`config.mk`:
```
export PLATFORM = sky130hd
export DESIGN_NAME = tiny_rv_pipe_ctrl
export DESIGN_NICKNAME = d
export VERILOG_FILES = /design/src/rtl/tiny_rv_pipe_ctrl.sv
export SDC_FILE = /design/constraint.sdc
export NUM_CORES = 1
export LEC_CHECK = 0
export CORE_ASPECT_RATIO = 0.5
export CORE_MARGIN = 2
export CORE_UTILIZATION = 36
export DETAILED_ROUTE_END_ITERATION = 12
export HOLD_SLACK_MARGIN = 0.05
export PLACE_DENSITY = 0.77
export SLEW_MARGIN = 20
export SYNTH_ARGS = -nofsm -noshare
export SYNTH_HDL_FRONTEND = slang
export SYNTH_SLANG_ARGS = --single-unit
```
`constraint.sdc`:
```
create_clock -name i_clk -period 2.5 [get_ports i_clk]
set_input_delay 0.375 -clock i_clk [delete_from_list [all_inputs] [get_ports i_clk]]
set_output_delay 0.375 -clock i_clk [all_outputs]
set_load 0.02 [all_outputs]
```
`src/rtl/tiny_rv_pipe_ctrl.sv`:
```
// tiny_rv_pipe_ctrl
// Hazard and sequencing controller for a small in-order RISC-V pipeline.
// Arbitrates taken branches, data-memory waits and load-use hazards, and
// drives stall / flush / bubble / redirect into the front-end stages.
//
//   state    | meaning
//   ---------+---------------------------------------------------------
//   RUN      | normal issue; branch > memory wait > load-use arbitration
//   MEM_WAIT | execute holds a data-memory request awaiting ack
//   FLUSH    | second flush cycle after a taken branch / jump
//
// Control outputs are combinational from state and inputs so a hazard is
// acted on in the same cycle it is seen. Only the FSM state, the memory
// timeout counter, the sticky timeout flag and the stall-cycle counter are
// registered. Encoding 3 is never entered and behaves as RUN.

module tiny_rv_pipe_ctrl (
    input  logic        i_clk,
    input  logic        i_reset,
    input  logic        i_dec_valid,
    input  logic [6:0]  i_dec_opcode,
    input  logic [4:0]  i_dec_rs1,
    input  logic [4:0]  i_dec_rs2,
    input  logic        i_ex_is_load,
    input  logic [4:0]  i_ex_rd,
    input  logic        i_ex_branch_taken,
    input  logic [31:0] i_ex_target,
    input  logic        i_mem_req,
    input  logic        i_mem_ack,
    output logic        o_pipe_stall,
    output logic        o_pipe_flush,
    output logic        o_bubble,
    output logic        o_redirect_valid,
    output logic [31:0] o_redirect_pc,
    output logic [1:0]  o_state,
    output logic        o_mem_timeout,
    output logic [31:0] o_stall_cycles
);

    typedef enum logic [1:0] {
        ST_RUN      = 2'd0,
        ST_MEM_WAIT = 2'd1,
        ST_FLUSH    = 2'd2,
        ST_RSVD     = 2'd3
    } state_t;

    // RV32I major opcodes that read source registers
    localparam logic [6:0] OP_JALR   = 7'b1100111;
    localparam logic [6:0] OP_BRANCH = 7'b1100011;
    localparam logic [6:0] OP_LOAD   = 7'b0000011;
    localparam logic [6:0] OP_STORE  = 7'b0100011;
    localparam logic [6:0] OP_IMM    = 7'b0010011;
    localparam logic [6:0] OP_REG    = 7'b0110011;

    localparam logic [7:0]  TO_LAST  = 8'hFF;
    localparam logic [31:0] SC_MAX   = 32'hFFFF_FFFF;

    state_t      r_state;
    logic [7:0]  r_to_cnt;
    logic        r_mem_timeout;
    logic [31:0] r_stall_cycles;

    logic        w_rs1_used;
    logic        w_rs2_used;
    logic        w_load_use;

    state_t      w_state_next;
    logic        w_stall;
    logic        w_flush;
    logic        w_bubble;
    logic        w_redir_valid;
    logic [31:0] w_redir_pc;
    logic        w_to_clr;
    logic        w_to_inc;
    logic        w_to_set;

    // Which source fields the decode-stage opcode actually reads
    always_comb begin
        w_rs1_used = 1'b0;
        w_rs2_used = 1'b0;
        case (i_dec_opcode)
            OP_JALR,
            OP_LOAD,
            OP_IMM: begin
                w_rs1_used = 1'b1;
            end
            OP_BRANCH,
            OP_STORE,
            OP_REG: begin
                w_rs1_used = 1'b1;
                w_rs2_used = 1'b1;
            end
            default: begin
                w_rs1_used = 1'b0;
                w_rs2_used = 1'b0;
            end
        endcase
    end

    // x0 never carries a hazard, so rd==0 loads are excluded
    assign w_load_use = i_dec_valid & i_ex_is_load & (i_ex_rd != 5'd0) &
                        ((w_rs1_used & (i_dec_rs1 == i_ex_rd)) |
                         (w_rs2_used & (i_dec_rs2 == i_ex_rd)));

    // Next-state and same-cycle control decode
    always_comb begin
        w_state_next  = ST_RUN;
        w_stall       = 1'b0;
        w_flush       = 1'b0;
        w_bubble      = 1'b0;
        w_redir_valid = 1'b0;
        w_redir_pc    = 32'd0;
        w_to_clr      = 1'b0;
        w_to_inc      = 1'b0;
        w_to_set      = 1'b0;
        case (r_state)
            ST_MEM_WAIT: begin
                if (i_mem_ack) begin
                    w_state_next = ST_RUN;
                end else if (r_to_cnt == TO_LAST) begin
                    // give up on the access so the pipe cannot deadlock
                    w_to_set     = 1'b1;
                    w_state_next = ST_RUN;
                end else begin
                    w_stall      = 1'b1;
                    w_to_inc     = 1'b1;
                    w_state_next = ST_MEM_WAIT;
                end
            end
            ST_FLUSH: begin
                // branch and memory inputs belong to squashed work here
                w_flush      = 1'b1;
                w_state_next = ST_RUN;
            end
            default: begin
                if (i_ex_branch_taken) begin
                    w_flush       = 1'b1;
                    w_redir_valid = 1'b1;
                    w_redir_pc    = i_ex_target;
                    w_state_next  = ST_FLUSH;
                end else if (i_mem_req && !i_mem_ack) begin
                    w_stall      = 1'b1;
                    w_to_clr     = 1'b1;
                    w_state_next = ST_MEM_WAIT;
                end else if (w_load_use) begin
                    w_stall      = 1'b1;
                    w_bubble     = 1'b1;
                    w_state_next = ST_RUN;
                end else begin
                    w_state_next = ST_RUN;
                end
            end
        endcase
    end

    // Reset overrides every control output without waiting for a clock
    assign o_pipe_stall     = w_stall       & ~i_reset;
    assign o_pipe_flush     = w_flush       & ~i_reset;
    assign o_bubble         = w_bubble      & ~i_reset;
    assign o_redirect_valid = w_redir_valid & ~i_reset;
    assign o_redirect_pc    = i_reset ? 32'd0 : w_redir_pc;

    assign o_state          = r_state;
    assign o_mem_timeout    = r_mem_timeout;
    assign o_stall_cycles   = r_stall_cycles;

    // FSM state register
    always_ff @(posedge i_clk or posedge i_reset) begin
        if (i_reset) begin
            r_state <= ST_RUN;
        end else begin
            r_state <= w_state_next;
        end
    end

    // Memory-wait timeout counter, restarted on every entry to MEM_WAIT
    always_ff @(posedge i_clk or posedge i_reset) begin
        if (i_reset) begin
            r_to_cnt <= 8'd0;
        end else if (w_to_clr) begin
            r_to_cnt <= 8'd0;
        end else if (w_to_inc) begin
            r_to_cnt <= r_to_cnt + 8'd1;
        end
    end

    // Sticky timeout flag, only cleared by reset
    always_ff @(posedge i_clk or posedge i_reset) begin
        if (i_reset) begin
            r_mem_timeout <= 1'b0;
        end else if (w_to_set) begin
            r_mem_timeout <= 1'b1;
        end
    end

    // Saturating count of cycles spent with the front end stalled
    always_ff @(posedge i_clk or posedge i_reset) begin
        if (i_reset) begin
            r_stall_cycles <= 32'd0;
        end else if (o_pipe_stall && (r_stall_cycles != SC_MAX)) begin
            r_stall_cycles <= r_stall_cycles + 32'd1;
        end
    end

endmodule
```
==> results.txt <==
----------------------------------------------------
[Power]
  Worst IR Drop VDD ... ~0.27 mV
  Total power after layout ... roughly 1.9 mW
  Clock power share ... 0.397
  Combinational cell fraction of total power ... 0.210
  Leak ... 2.157 nW
  Internal power of the cells ... roughly 1.4 mW
  Power per standard cell area ... 413.9 nW/um2
  Switching share of total power ... 0.2493
  Sequential group share of total power ... 0.393
  Switching power of the nets ... 464.4 uW

[Floorplan]
  Height of the die ... 63.43 um
  Initial standard-cell utilization of the core ... 0.3765
  Top-level port count ... ~130
  Standard-cell rows ... 21
  X dimension of the die ... around 120 um
  Die Area ... 7791 um2
  Placeable core region ... ~6800 um2

[Logic synthesis]
  Net count after synthesis ... ~340
  Proportion of netlist area held by the largest area contributor ... 0.4232
  Ys flop type ... sky130_fd_sc_hd__dfrtp_1
  Number of enable-type register cells in the synthesized netlist ... 0
  #FFs+latches synth ... between 40 and 50
  Post-Syn Area ... around 2500 um2
  Synth unique cells ... 39
  Sequential cell area fraction in the yosys report ... 0.4232
  Synth Warn # ... 0
  Largest cells by area after synthesis ... sky130_fd_sc_hd__dfrtp_1 (42%), sky130_fd_sc_hd__xor2_1 (12%), sky130_fd_sc_hd__and2_1 (8.1%), sky130_fd_sc_hd__xnor2_1 (3.4%), sky130_fd_sc_hd__nand3_1 (3.3%)
  Number of standard cells after synthesis ... 270
  Mean instance size in the synthesized netlist ... around 9.4 um2
  Asr flop ratio synth ... 1.000
  Synth area leader ... sky130_fd_sc_hd__dfrtp_1

[Setup path]
  Count of cells along the worst register-to-register path ... 9
  Category of the worst setup path launch point ... input pin
  Worst-path cell chain ... clkdlybuf4s50_1 -> or4_4 -> nor2_2 -> nor4_1 -> a21boi_2 -> or2_4 -> buf_4
  Worst path max stage delay ... around 0.52 ns
  Required @ worst endpoint ... 2.12 ns
  Slowest stage cell on the critical path ... sky130_fd_sc_hd__or4_4
  Worst R2R Start ... o_state[0]$_DFF_PP0_
  Setup slack of the worst register-to-register path ... between 0.1 and 0.15 ns
  Type of the setup path with the least slack ... input pin to output pin
  CP endpoint kind ... output pin
  Arrival time at the worst endpoint ... roughly 2.1 ns
  Crit Reg-Reg Endpoint ... o_stall_cycles[29]$_DFFE_PP0P_
  Largest driver fanout on the critical path ... 2

[Run]
  Reported max-cap violation count ... 0

[Placed design]
  Global placer's final weighted congestion ... about 0.9
  HPWL after detailed placement ... approximately 5900 um
  Worst slack at placement ... -0.4956 ns
  Number of port buffers ... approximately 130

[STA]
  Total count of max-transition violations in the final report ... 0
  Shortest period the worst path allows ... 2.422 ns
  Final setup violating endpoints ... 0
  Worst Skew ... between 0.006 and 0.007 ns
  Final critical-path share of the clock period ... 0.9686
  Transition time at the pin with the least slew margin ... roughly 0.57 ns
  Final hold violation count ... 0
  Crit path setup slack, layout ... 0.07838 ns
  RSZ-0062 raised after global routing ... yes
  Worst max-slew margin expressed relative to the limit ... 0.6163
  Peak Freq ... 412.9 MHz

[Routing]
  Number of search-and-repair iterations in the first detailed-routing pass ... 4
  Met3 wirelength from detailed routing ... about 480 um
  Detail-routed net length per standard cell ... 14.72 um
  Total met2 wirelength after detailed routing ... about 3800 um
  Total number of vias ... ~2600
  WL met1 ... about 3300 um
  Per-cell via count in the routed design ... between 4 and 5
  Wire length after detailed routing ... approximately 7900 um
  DRC errors left ... 0
  Number of DRC markers in iteration 0 ... approximately 140
  Max layer used ... met4
  Antenna Violating Nets Remaining ... 0

[Layout]
  Layout-stage area growth over the synthesis result ... 76.97%
  Multi-input gate area ... 1498 um2
  Post-layout nets ... 506
  Count of filler cells inserted in the layout ... 507
  Number of diodes added for antenna fixing ... 0
  Seq. cell area ... 1076 um2
  Layout cell share with drive strength beyond 1 ... 0.1606

[Hold path]
  Hold-critical path depth ... 1
  Hold Crit Start ... o_mem_timeout$_DFFE_PP0P_
  Class of the tightest hold or removal check ... flip-flop to flip-flop
  Min-Delay Endpoint ... o_mem_timeout$_DFFE_PP0P_

[Clock tree]
  Number of buffers on the longest clock path ... 2
  Total CTS buffers ... 5
  Clk root buf ... sky130_fd_sc_hd__clkbuf_16
  Clock tree sinks ... between 40 and 50
  Number of post-CTS setup repair buffers ... 0
  Clock tree from TritonCTS ... yes
  Post-cts hold buffer count ... 0
  Register clock-pin slew on the reported worst setup and hold paths ... approximately 0.060 ns
  Clock latency of the later-clocked register in the worst-skew pair ... 0.29 ns
  H-tree depth ... 2

[GRT]
  Antenna violations before repair ... 0
  Via count of the first global-routing pass ... around 2600
  Global-route wire length before repair ... about 13000 um
  Total gr overflow ... 0
  Pin count of the biggest net entering global routing ... 44
  All-layer global routing usage ... 0.2048

[Outcome]
  Status ... completed

----------------------------------------------------
-- registers in the layout, indices dropped and copies added (netlist names) --
register	count
o_stall_cycles	32
r_to_cnt	8
o_mem_timeout	1
o_state	2
-- cell usage in the layout, fill, tap and decap left out, types with 3 or more instances in the layout --
cell	n
sky130_fd_sc_hd__and2_1	33
sky130_fd_sc_hd__o21ai_0	3
sky130_fd_sc_hd__xnor2_1	10
sky130_fd_sc_hd__buf_4	38
sky130_fd_sc_hd__dlygate4sd2_1	19
sky130_fd_sc_hd__dfrtp_1	43
sky130_fd_sc_hd__inv_1	13
sky130_fd_sc_hd__nor3_1	10
sky130_fd_sc_hd__ha_1	4
sky130_fd_sc_hd__clkdlybuf4s15_1	15
sky130_fd_sc_hd__nor2_1	20
sky130_fd_sc_hd__nand4_1	9
sky130_fd_sc_hd__nor4_1	6
sky130_fd_sc_hd__clkdlybuf4s50_1	90
sky130_fd_sc_hd__nand3_1	17
sky130_fd_sc_hd__xor2_1	35
sky130_fd_sc_hd__or3_1	5
sky130_fd_sc_hd__nor4_2	3
sky130_fd_sc_hd__and3_1	4
sky130_fd_sc_hd__nand2_1	17
sky130_fd_sc_hd__dlymetal6s2s_1	5
sky130_fd_sc_hd__a21oi_1	4
sky130_fd_sc_hd__clkbuf_16	5
-- repair_timing --
item                                   in CTS  in global routing
endpoints found under the hold margin       0                  0
gates resized for setup                    52                 32
pin swaps                                   1                  7
cloned                                      1                  1
setup endpoints to repair                  36                 34
-- synth_stat cells, types with 2 or more instances --
cell type and count:
sky130_fd_sc_hd__inv_1 14, sky130_fd_sc_hd__ha_1 4, sky130_fd_sc_hd__nor4_1 9, sky130_fd_sc_hd__buf_6 2, sky130_fd_sc_hd__nand4_1 9, sky130_fd_sc_hd__nand3_1 17, sky130_fd_sc_hd__a21oi_1 4, sky130_fd_sc_hd__nor2_1 22
sky130_fd_sc_hd__o21ai_0 3, sky130_fd_sc_hd__and2_1 33, sky130_fd_sc_hd__xnor2_1 10, sky130_fd_sc_hd__dfrtp_1 43, sky130_fd_sc_hd__xor2_1 36, sky130_fd_sc_hd__or3_1 5, sky130_fd_sc_hd__clkbuf_1 4, sky130_fd_sc_hd__nand2b_1 2
sky130_fd_sc_hd__nor3_1 10, sky130_fd_sc_hd__and3_1 4, sky130_fd_sc_hd__nand2_1 17, sky130_fd_sc_hd__a2111oi_0 2, sky130_fd_sc_hd__or4_1 2
-- power by group through the flow --
| stage | clock (mW) | combinational (mW) | sequential (mW) |
|---|---|---|---|
| floorplan | 0 | 0.141 | 0.756 |
| global placement | 0 | 0.384 | 0.742 |
| detailed placement | 0 | 0.395 | 0.744 |
| CTS | 0.755 | 0.382 | 0.732 |
| global route | 0.786 | 0.429 | 0.736 |
| finish | 0.739 | 0.391 | 0.732 |
-- routing by layer --
layer / vias to the layer above / global-route usage
met2: 86 / 0.3349
met1: 1256 / 0.2600
met5: - / 0
li1: 1261 / -
met4: 0 / 0.08764
met3: 20 / 0.04620
-- per-stage QoR --
| stage | std cells | area [um2] | utilization | TNS (ns) | hold WS, ns |
|---|---|---|---|---|---|
| after floorplan | 270 | 2546 | - | 0 | 0.3901 |
| after global placement | 524 | 4225 | 0.6257 | -4.195 | 0.4651 |
| after detailed placement | 524 | 4225 | 0.6257 | -6.671 | 0.4536 |
| after CTS | 533 | 4388 | 0.6498 | 0 | 0.4669 |
| after global routing | 534 | 4499 | 0.6663 | -0.01609 | 0.4891 |
| final | 534 | 4499 | 0.6663 | 0 | 0.4652 |
-- kinds of logic after synthesis --
| group | share of synthesized area |
|---|---|
| and+or+nand+nor | 0.3071 |
| xor gates and xnor gates | 0.1585 |
| adders and majority gates | 0.01969 |
| AOI/OAI and AO/OA | 0.04774 |
| DFF | 0.4232 |
| muxes | 0.008366 |
| buffers and inverters | 0.03543 |
-- final cells by class --
class	count	area share
clock buffer	5	0.02781
clock inverter	3	0.009733
multi-input combinational	209	0.3329
sequential	43	0.2392
inverter	14	0.01251
timing repair buffer	168	0.3523
tap	92	0.02558
-- critical path, delay by kind of cell --
family	cells	cell delay, ns
AO/OA/AOI/OAI	1	0.16
AND/OR/NAND/NOR	4	0.93
buffers and inverters	2	0.58
-- worst max-delay path by stage --
stage	startpoint	end	slack, ns	cells after the start
2_1_floorplan	o_state[0]$_DFF_PP0_	o_stall_cycles[7]$_DFFE_PP0P_	0.12	10
6_report	i_ex_rd[2]	o_pipe_stall	0.08	7
3_5_place_dp	i_ex_rd[0]	o_pipe_stall	-0.50	7
5_1_grt	o_state[0]$_DFF_PP0_	o_stall_cycles[22]$_DFFE_PP0P_	-0.02	10
4_1_cts	i_ex_rd[2]	o_pipe_stall	0.03	7
3_3_place_gp	i_ex_rd[1]	o_pipe_stall	-0.44	7
Note: power is estimated with default switching activity, not from simulation.
